$ cat config.mk
export PLATFORM = sky130hd
export DESIGN_NAME = sram_bist_ctrl
export DESIGN_NICKNAME = d
export VERILOG_FILES = /design/src/rtl/sram_bist_ctrl.sv
export SDC_FILE = /design/constraint.sdc
export NUM_CORES = 1
export LEC_CHECK = 0
export BUFFER_PORTS_ARGS = -buffer_cell sky130_fd_sc_hd__buf_2
export CORE_UTILIZATION = 25
export DETAILED_ROUTE_END_ITERATION = 7
export PLACE_DENSITY = 0.52
export SLEW_MARGIN = 20
export SYNTH_ARGS = -nofsm -noshare
export SYNTH_HDL_FRONTEND = slang
export SYNTH_SLANG_ARGS = --single-unit
$ cat constraint.sdc
create_clock -name clk -period 2.64 [get_ports clk]
set_input_delay 0.528 -clock clk [delete_from_list [all_inputs] [get_ports clk]]
set_output_delay 0.528 -clock clk [all_outputs]
set_load 0.05 [all_outputs]
$ cat src/rtl/sram_bist_ctrl.sv
// sram_bist_ctrl
//   BIST sequencer for a single-port synchronous SRAM. A run has two passes.
//   Phase A writes (addr ^ PATTERN) to every word and then reads each word back
//   and compares it. Phase B does the same with ~(addr ^ PATTERN).
//   Every read takes two cycles. The issue cycle asserts ReadEn. The compare
//   cycle holds the address and samples ReadData, which the SRAM registered at
//   the end of the issue cycle.
//
// Ports
//   clk, rst     clock; asynchronous active-high reset
//   start        begin a run (accepted only in IDLE or DONE)
//   Address      SRAM address (zero-extended word counter)
//   WriteData    SRAM write data
//   WriteEn      SRAM write enable
//   ReadEn       SRAM read enable (never asserted together with WriteEn)
//   ReadData     SRAM read data
//   busy         run in progress
//   done         run finished; held until the next start or reset
//   pass         while done=1: no mismatches were seen
//   fail_addr    address of the first mismatch (0 if there was none)
//   err_count    number of mismatching reads, saturating at 16'hFFFF
module sram_bist_ctrl #(
    parameter int                DEPTH   = 256,
    parameter int                DATA_W  = 32,
    parameter logic [DATA_W-1:0] PATTERN = DATA_W'(32'hA5A5_A5A5)
) (
    input  logic              clk,
    input  logic              rst,
    input  logic              start,
    output logic [31:0]       Address,
    output logic [DATA_W-1:0] WriteData,
    output logic              WriteEn,
    output logic              ReadEn,
    input  logic [DATA_W-1:0] ReadData,
    output logic              busy,
    output logic              done,
    output logic              pass,
    output logic [31:0]       fail_addr,
    output logic [15:0]       err_count
);

    localparam int            AW   = (DEPTH > 1) ? $clog2(DEPTH) : 1;
    localparam logic [AW-1:0] LAST = AW'(DEPTH - 1);

    typedef enum logic [2:0] {
        IDLE, WA, RA_ISSUE, RA_CMP, WB, RB_ISSUE, RB_CMP, DONE
    } state_t;

    state_t            state_q, state_d;
    logic [AW-1:0]     addr_q, addr_d;
    logic              busy_q, busy_d, done_q, done_d, pass_q, pass_d;
    logic [15:0]       err_q, err_d;
    logic [31:0]       fail_q, fail_d;
    logic              we_q, we_d, re_q, re_d;
    logic [31:0]       adr_q, adr_d;
    logic [DATA_W-1:0] wd_q, wd_d;

    function automatic logic [15:0] sat_inc(input logic [15:0] v);
        return (v == 16'hFFFF) ? v : v + 16'd1;
    endfunction

    function automatic logic [DATA_W-1:0] pat_a(input logic [AW-1:0] a);
        return DATA_W'(a) ^ PATTERN;
    endfunction

    function automatic logic [DATA_W-1:0] pat_b(input logic [AW-1:0] a);
        return ~pat_a(a);
    endfunction

    always_comb begin
        state_d = state_q;
        addr_d  = addr_q;
        busy_d  = busy_q;
        done_d  = done_q;
        pass_d  = pass_q;
        err_d   = err_q;
        fail_d  = fail_q;

        case (state_q)
            IDLE, DONE: begin
                if (start) begin
                    state_d = WA;
                    addr_d  = '0;
                    busy_d  = 1'b1;
                    done_d  = 1'b0;
                    pass_d  = 1'b0;
                    err_d   = '0;
                    fail_d  = '0;
                end
            end
            WA: begin
                if (addr_q == LAST) begin
                    state_d = RA_ISSUE;
                    addr_d  = '0;
                end else begin
                    addr_d  = addr_q + AW'(1);
                end
            end
            RA_ISSUE: state_d = RA_CMP;
            RA_CMP: begin
                if (ReadData != pat_a(addr_q)) begin
                    err_d = sat_inc(err_q);
                    // err_q is cleared at start, so zero here means no earlier error
                    if (err_q == 16'd0) fail_d = 32'(addr_q);
                end
                if (addr_q == LAST) begin
                    state_d = WB;
                    addr_d  = '0;
                end else begin
                    state_d = RA_ISSUE;
                    addr_d  = addr_q + AW'(1);
                end
            end
            WB: begin
                if (addr_q == LAST) begin
                    state_d = RB_ISSUE;
                    addr_d  = '0;
                end else begin
                    addr_d  = addr_q + AW'(1);
                end
            end
            RB_ISSUE: state_d = RB_CMP;
            RB_CMP: begin
                if (ReadData != pat_b(addr_q)) begin
                    err_d = sat_inc(err_q);
                    if (err_q == 16'd0) fail_d = 32'(addr_q);
                end
                if (addr_q == LAST) begin
                    state_d = DONE;
                    addr_d  = '0;
                    busy_d  = 1'b0;
                    done_d  = 1'b1;
                    // err_d already includes this final compare
                    pass_d  = (err_d == 16'd0);
                end else begin
                    state_d = RB_ISSUE;
                    addr_d  = addr_q + AW'(1);
                end
            end
            default: state_d = IDLE;
        endcase

        // SRAM pins are decoded from the next state so they register with it
        we_d  = 1'b0;
        re_d  = 1'b0;
        adr_d = '0;
        wd_d  = '0;
        case (state_d)
            WA: begin
                we_d  = 1'b1;
                adr_d = 32'(addr_d);
                wd_d  = pat_a(addr_d);
            end
            WB: begin
                we_d  = 1'b1;
                adr_d = 32'(addr_d);
                wd_d  = pat_b(addr_d);
            end
            RA_ISSUE, RA_CMP, RB_ISSUE, RB_CMP: begin
                re_d  = 1'b1;
                adr_d = 32'(addr_d);
            end
            default: ;
        endcase
    end

    always_ff @(posedge clk or posedge rst) begin
        if (rst) begin
            state_q <= IDLE;
            addr_q  <= '0;
            busy_q  <= 1'b0;
            done_q  <= 1'b0;
            pass_q  <= 1'b0;
            err_q   <= '0;
            fail_q  <= '0;
            we_q    <= 1'b0;
            re_q    <= 1'b0;
            adr_q   <= '0;
            wd_q    <= '0;
        end else begin
            state_q <= state_d;
            addr_q  <= addr_d;
            busy_q  <= busy_d;
            done_q  <= done_d;
            pass_q  <= pass_d;
            err_q   <= err_d;
            fail_q  <= fail_d;
            we_q    <= we_d;
            re_q    <= re_d;
            adr_q   <= adr_d;
            wd_q    <= wd_d;
        end
    end

    assign Address   = adr_q;
    assign WriteData = wd_q;
    assign WriteEn   = we_q;
    assign ReadEn    = re_q;
    assign busy      = busy_q;
    assign done      = done_q;
    assign pass      = pass_q;
    assign fail_addr = fail_q;
    assign err_count = err_q;

endmodule

==> results.md, run 1 <==
- The number of distinct standard cells referenced by the synthesized netlist is 61.
- The final count of hold timing violations is 0.
- The share of total power in sequential cells is 0.238.
- At the end of the flow the core is filled with cells to 0.329.
- The gate count of the mapped netlist is 479.
- After detailed routing, the number of vias per cell comes to 4.65.
- The final-stage net count is 648.
- The floorplan step defined a die boundary enclosing 16900 µm².
- From left edge to right edge, the die measures 130 µm.
- TritonCTS created 9 clock buffers.
- From synthesis to final layout, the design area changed by 28.3%.
- The synthesized cell area is 4090 µm².
- The region available for standard cell placement spans 15900 µm².
- The critical path is of the in2reg type.
- The switching component of the power is 0.00259 W.
- The number of search-and-repair iterations in the first detailed-routing pass is 5.
- The total overflow left after global routing is 0.
- The H-tree was split into 3 levels.
- The commonest non-fill, non-tap cell in the layout is buf_2.
- Pin placement for this block handled 152 I/O pins.
- The root buffer cell chosen for the clock tree is clkbuf_16.
- In the layout the commonest cells are buf_2, buf_4, dfrtp_1.
- The last weighted congestion value of the routability-driven placer is 0.906.
- Setup violations remaining at the end of the flow were counted as 0.
- Internal power comes to 0.00269 W.
- The routed layout has 3859 vias.
- The count of buffers from port buffering is 103.
- For this design the static power due to leakage is 2.57 nW.
- The proportion of power drawn by the clock network is 0.218.
- For the worst-skew pair, the clock arrives at the later sink with an insertion delay of 330 ps.
- In this run the tightest slew margin relative to its limit is 0.558.
- In this run the deepest clock path goes through 2 buffers.
- The max-capacitance violation count is 0.
- STA classifies the critical path endpoint as a register.
- The detail route stage leaves a number of antenna-violating nets equal to 0.
- In the finished design, the share of the clock period the worst path needs comes to 0.964.
- For this run, the leading register cell type out of synthesis is dfrtp_1.
- For this configuration, the core starts out at a cell density of 0.256.
- The largest net degree at the start of global routing is 36.
- The flow ran to the end, and the final reports show no timing, DRC or antenna violations.
- The worst supply voltage drop on vdd is 0.517 mV.
- The tightest hold path in the finished design has a slack of 280 ps.
- The residual DRC count is 0.
- For the finished layout, the period the worst path requires is 2550 ps.
- The number of clock sinks is 58.
- The number of enable flip-flop cells after synthesis is 0.
- The number of synthesized register bits is 58.
- For the worst setup path, the data arrival time is 2790 ps.
- The data required time at the worst endpoint is 2880 ps.
- Setup repair after global routing left no endpoint under its margin.
- The share of total power dissipated in combinational logic is 0.544.
- The total placed cells including tap cells is 811.
- The worst register-to-register path begins at addr_q[1]$_DFF_PP0_.
- The first-pass GRT wire length is 18700 µm.
- The launch point of the worst path is ReadData[15].
- The startpoint kind of the worst setup timing path is an input port.
- The routed design has 12200 µm of wire.
- Across the routed clock network, the largest skew measured is 8.03 ps.
- In this run the mean area of a mapped cell was 8.54 µm².
- The number of antenna diodes in the final layout is 0.
- The part of the Yosys area used for sequential elements is 0.355.
- The overall track demand over capacity in global routing is 0.144.
- The count of yosys warnings during synthesis is 0.
- The initial antenna violation count is 0.
- The path class of the tightest hold or removal check is in2async.
- Of all flip-flops after synthesis, the portion carrying an async set or reset was 1.00.
- Based on the critical path, the design can be clocked at up to 0.393 GHz.
- The power density over the cells is 1000 nW/µm².
- After clock tree synthesis, the clock-pin slew on the worst setup and hold paths is 60 ps.
- For this block, the initial DRC count from the detailed router was 327.
- Dividing the detail-routed wire length by the instance count gives 14.7 µm.
- The slew at the pin with the worst max-slew slack is 660 ps.
- The flop-to-flop setup slack is 130 ps.
- In this run the worst path has a maximum fanout of 8.
- The wire-length estimate of the detail-placed layout is 9360 µm.
- The number of hold buffers added after CTS was 0.
- The share of post-route cells with drive strength above 1 is 0.337.
- Overall power consumption after layout is estimated at 0.00527 W.
- The die height is 130 µm.
- The number of cells in the finished layout apart from fillers is 830.
- TritonCTS built the clock tree.
- Of the total power, the share spent switching nets is 0.491.
- The count of final max-slew check failures is 0.
- The number of global-route vias before repair came to 3551.
- The initialized floorplan defines 46 standard-cell rows.
[routing by layer]
| metal | vias up | part of all wire | track usage |
|---|---|---|---|
| met3 | 25 | 0.065 | 0.0258 |
| met1 | 1812 | 0.46 | 0.199 |
| li1 | 1839 | - | - |
| met4 | 0 | 0.023 | 0.0609 |
| met5 | - | 0 | 0 |
| met2 | 183 | 0.46 | 0.221 |
[critical path: stages]
cell	delay, ps
buf_2	110
nor4bb_2	300
nand4_1	230
or4_4	650
a311o_1	350
a211oi_1	190
nand4_1	170
o31ai_1	260
[power by group through the flow]
| stage | registers, W | logic (W) | clock network [W] |
|---|---|---|---|
| after floorplan | 0.00178 | 0.00168 | 0 |
| after global routing | 0.00129 | 0.00307 | 0.00121 |
| final | 0.00126 | 0.00287 | 0.00115 |
| after CTS | 0.00126 | 0.00286 | 0.00118 |
| after detailed placement | 0.00127 | 0.00285 | 0 |
| after global placement | 0.00126 | 0.00284 | 0 |
[synthesized netlist by cell type (all sizes together) (7+ instances only)]
master | count | area (µm²)
a21oi | 25 | 125
buf | 82 | 592
clkbuf | 13 | 48.8
dfrtp | 58 | 1450
inv | 23 | 86.3
mux2i | 18 | 180
nand2 | 46 | 175
nand3 | 17 | 85.1
nand4 | 17 | 106
nor2 | 27 | 101
nor2b | 9 | 56.3
nor3 | 9 | 45.0
nor4 | 7 | 56.3
nor4bb | 8 | 80.1
o21ai | 21 | 105
xnor2 | 9 | 78.8
[kinds of logic after synthesis]
family / after synthesis / share of synthesized area
xor+xnor: 15 / 0.0321
flops: 58 / 0.355
buf+inv: 118 / 0.178
compound gates: 90 / 0.143
fa+ha+maj: 3 / 0.00918
simple gates: 175 / 0.235
other cells: 1 / 0.000917
mux: 19 / 0.0468
[area by class of cell]
cell class / instances / area [µm²]
Inverter: 23 / 86.3
Fill cell: 1712 / 10700
Timing Repair Buffer: 167 / 1010
Clock inverter: 3 / 40.0
Multi-Input combinational cell: 351 / 2140
Tap cell: 216 / 270
Clock buffer: 12 / 246
Sequential cell: 58 / 1460
[final timing paths]
kind	cells past startpoint	endpoint
hold / removal	2	err_count[8]$_DFFE_PP0P_
max in group asynchronous	3	WriteEn$_DFF_PP0_
setup / recovery	8	pass$_DFFE_PP0P_
hold reg to reg	2	fail_addr[5]$_DFFE_PP0P_
setup reg to reg	7	pass$_DFFE_PP0P_
min in group clk	2	fail_addr[5]$_DFFE_PP0P_
[flip-flops by register name, indices dropped and copies added, names as in the netlist]
signal     count
addr_q         8
state_q        3
done           1
ReadEn         1
err_count     16
fail_addr      8
WriteEn        1
Address        8
WriteData     10
pass           1
busy           1
[repair_timing]
| item | CTS | global route |
|---|---|---|
| setup endpoints to repair | 0 | 6 |
| hold endpoints to repair | 0 | 0 |
| resized for setup | 0 | 7 |
| setup buffers | 0 | 3 |
[metrics by stage]
stage | setup slack, ps | TNS, ps | instance area [µm²]
4_1_cts | 62.6 | 0 | 5170
3_5_place_dp | -291 | -3450 | 4890
6_report | 94.5 | 0 | 5250
3_3_place_gp | -171 | -1500 | 4890
2_1_floorplan | 2.96 | 0 | 4270
5_1_grt | 6.58 | 0 | 5250
Power figures use the tool's default switching activity.
==> inputs of run 2 (changes only) <==
--- a/config.mk
+++ b/config.mk
@@ -5,10 +5,12 @@
 export SDC_FILE = /design/constraint.sdc
 export NUM_CORES = 1
 export LEC_CHECK = 0
+export ABC_AREA = 1
+export ABC_CLOCK_PERIOD_IN_PS = 2640
 export BUFFER_PORTS_ARGS = -buffer_cell sky130_fd_sc_hd__buf_2
 export CORE_UTILIZATION = 25
 export DETAILED_ROUTE_END_ITERATION = 7
-export PLACE_DENSITY = 0.52
+export PLACE_DENSITY = 0.51
 export SLEW_MARGIN = 20
 export SYNTH_ARGS = -nofsm -noshare
 export SYNTH_HDL_FRONTEND = slang
==> results.md, run 2 <==
- The run finished with clean final reports.
- The most frequent cell on the critical path is nand2_1.
- The final count of hold timing violations came to 0.
- Once the clock tree was built, the setup fixing pass inserted 0 buffers.
- Setup repair after global routing left no endpoint under its margin.
- The residual DRC count is 0.
- The count of instances resized after the clock tree is built is 0.
- Final hold analysis gives a worst-case slack of 416 ps.
- The number of hold-repair buffers added at the cts stage is 0.
- Buffers placed on the I/O ports in this run total 103.
- In the final layout, the share of cells above drive strength 1 is 0.227.
- TritonCTS built the clock tree.
- The cell area reported after detailed placement is 4840 µm².
- The worst-case IR drop observed on VDD is 0.327 mV.
- Routability-driven placement finished with a final weighted congestion of 0.808.
- Setup total negative slack on the finished layout was measured at 0 ps.
- The count of final max-slew check failures is 0.
- The die extent in x is 135 µm.
- The routed layout has 4073 vias.
- The worst register-to-register path has a depth of 14.
- The setup path with the least slack is of type reg2reg.
- In the synthesized netlist, the number of instances is 642.
- The die is 135 µm tall.
- The worst min-delay path class is in2async.
- STA classifies the critical path startpoint as a register.
- Entering global routing, the biggest net connects 59 pins.
- The worst setup path is captured at a register.
- Among all cell types in the netlist, the one instantiated most often is nand2_1.
- The count of yosys warnings during synthesis is 0.
- Summed over all instances, the cell type with the most area after synthesis is dfrtp_1.
- The number of search-and-repair iterations in the first detailed-routing pass is 5.
- The share of synthesized area in the top cell type comes to 0.330.
- In this run the static leakage power is 2.83 nW.
- In the final design database the tool counted 770 nets.
- The ratio of routed vias to standard cells is 4.23.
- Synthesis inferred 58 register bits.
- Traced cell by cell, the critical path runs through ha_1 > nand2_1 > nor2_1 > nand2_1 > nor2_4 > inv_1 > o21ai_0 > nand2_1 > nand2_1 > nor2_1 > nand2_1 > nor2_1 > nand3_1 > nand2_1.
- The total length of routed wires is 11700 µm.
- The die outline area is 18100 µm².
- Data arrives at the worst endpoint at 2390 ps.
- Across every metal layer, demand over resource in global routing totals 0.131.
- For this run, the slowest stage of the critical path takes 440 ps.
- By count the netlist is led by nand2_1, nor2_1, buf_4.
- The number of clock sinks is 58.
- The diode insertion count for antenna repair is 0.
- The H-tree level count is 3.
- The initial antenna violation count came to 0.
- Counting flops with a built-in enable in the synthesized netlist gives 0.
- Once layout is done, the placed cells without fillers occupy 5190 µm².
- The clock reaches the later pin of the worst-skew pair after 330 ps.
- The detailed-route wire length per cell is 12.1 µm.
- Yosys attributes the largest share of cell area to dfrtp_1, nand2_1, buf_4.
- The share of the Yosys chip area taken by registers is 0.330.
- In this run, the number of DRC markers left after iteration 0 of detailed routing was 213.
- The cell family contributing the most delay on the critical path is simple AND/OR/NAND/NOR gates.
- The synthesized cell area is 4400 µm².
- The average instance in the mapped netlist occupies 6.85 µm².
- The first-pass GRT wire length is 18600 µm.
- The largest fanout on the critical path is 7.
- Measured against its own limit, the worst slew margin works out to 0.478.
- The slowest stage of the critical path belongs to the cell dfrtp_1.
- The maximum root-to-sink buffer count is 2.
- On the final layout, the worst clock skew is 5.26 ps.
- The data required time at the worst endpoint is 2870 ps.
- The region available for standard cell placement spans 17200 µm².
- The count of endpoints failing setup in the final report is 0.
- The HPWL reported at the end of detailed placement is 8890 µm.
- For the pin with the worst max-slew slack, the measured transition is 783 ps.
- The number of global-route vias before repair is 3684.
- The most used flip-flop cell after synthesis is dfrtp_1.
- In the layout the commonest cells are nand2_1, buf_2, nor2_1.
- The remaining antenna violation count is 0.
- The number of placement rows is 48.
- Clock tree synthesis inserted a total of 9 buffers.
- The worst path needs 2160 ps of the cycle, external delays included.
- The register with the most flip-flops in the layout has 16 of them.
- CTS placed an instance of clkbuf_16 at the clock tree root.
- Counting distinct cell types in the post-synthesis netlist gives 42.
- Max-cap violations in this run came to 0.
- Leaving out fill and tap cells, the most frequent cell in the layout is nand2_1.
- Counting both buffers and inverters, the worst setup path holds a total of 1.
- For this configuration, the core starts out at a cell density of 0.255.
- The area growth from synthesis to layout is 18.1%.
- The clock-pin slew of the registers on the worst-case setup and hold paths is 60 ps.
- The layout filler cell count is 1900.
- The boundary pin count is 152.
- Derived from the worst setup path, the maximum achievable clock frequency is 0.462 GHz.
- The power density over the cells is 713 nW/µm².
- After synthesis, the share of flip-flops with an asynchronous set or reset is 1.00.
- The path length in cells of the critical path is 14.
- The post-route fraction of the period consumed by the critical path is 0.820.
- The sum of overflow across all layers after global routing is 0.
run 2: cell types whose count changed in the layout (fill, tap and decap cells not counted), sizes merged, moves of 14 or more:
cell,previous run,this run
nor2,27,83
mux2i,18,0
nand2,46,182
nand3,17,53
o21ai,21,35
buf,167,108
inv,23,80
run 2: layout make-up:
cell class,count,area (µm²),area share
Sequential cell,58,1450,0.279
Inverter,80,304,0.0585
Timing Repair Buffer,108,553,0.106
Tap cell,225,282,0.0542
Clock buffer,9,225,0.0434
Clock inverter,7,125,0.0241
Multi-Input combinational cell,475,2250,0.434
run 2: path summary, 6_finish.rpt:
kind                                          start                        to  slack, ps
max reg2reg                err_count[1]$_DFFE_PP0P_          pass$_DFFE_PP0P_        480
max in group asynchronous                       rst      Address[4]$_DFF_PP0_       1710
min reg2reg                fail_addr[5]$_DFFE_PP0P_  fail_addr[5]$_DFFE_PP0P_        490
max                        err_count[1]$_DFFE_PP0P_          pass$_DFFE_PP0P_        480
min                                             rst  err_count[2]$_DFFE_PP0P_        420
min in group clk           fail_addr[5]$_DFFE_PP0P_  fail_addr[5]$_DFFE_PP0P_        490
run 2: cell families (layout without fill, tap and decap cells):
logic type / count (synthesis) / count (layout) / synth area share
DFF: 58 / 58 / 0.330
AOI/OAI and AO/OA: 78 / 78 / 0.112
other: 1 / 48 / 0.000852
adders and majority gates: 3 / 3 / 0.00853
buffers and inverters: 156 / 204 / 0.198
and+or+nand+nor: 339 / 339 / 0.337
xor gates and xnor gates: 7 / 7 / 0.0139
run 2: tightest hold or removal path: stages:
cell	delay (ps)
buf_2	100
inv_2	30
buf_4	590
run 2: power by group:
part / switching [W] / leakage (nW) / internal [W]
Combinational: 0.000891 / 1.96 / 0.000286
Clock: 0.000461 / 0.171 / 0.000931
Sequential: 0.000160 / 0.699 / 0.000975
Total: 0.00151 / 2.83 / 0.00219
run 2: stage by stage:
step / setup slack, ps / total power (W) / std cells / utilization
floorplan: 480 / 0.00210 / 689 / -
global placement: 399 / 0.00233 / 946 / 0.281
detailed placement: 348 / 0.00233 / 946 / 0.281
CTS: 487 / 0.00374 / 962 / 0.301
global route: 184 / 0.00391 / 962 / 0.301
finish: 475 / 0.00371 / 962 / 0.301
run 2: routing by layer:
metal,vias to the layer above,part of all wire,global-route usage
met4,0,0.014,0.0462
met2,101,0.49,0.220
li1,2113,-,-
met5,-,0,0
met3,12,0.051,0.0267
met1,1847,0.45,0.165
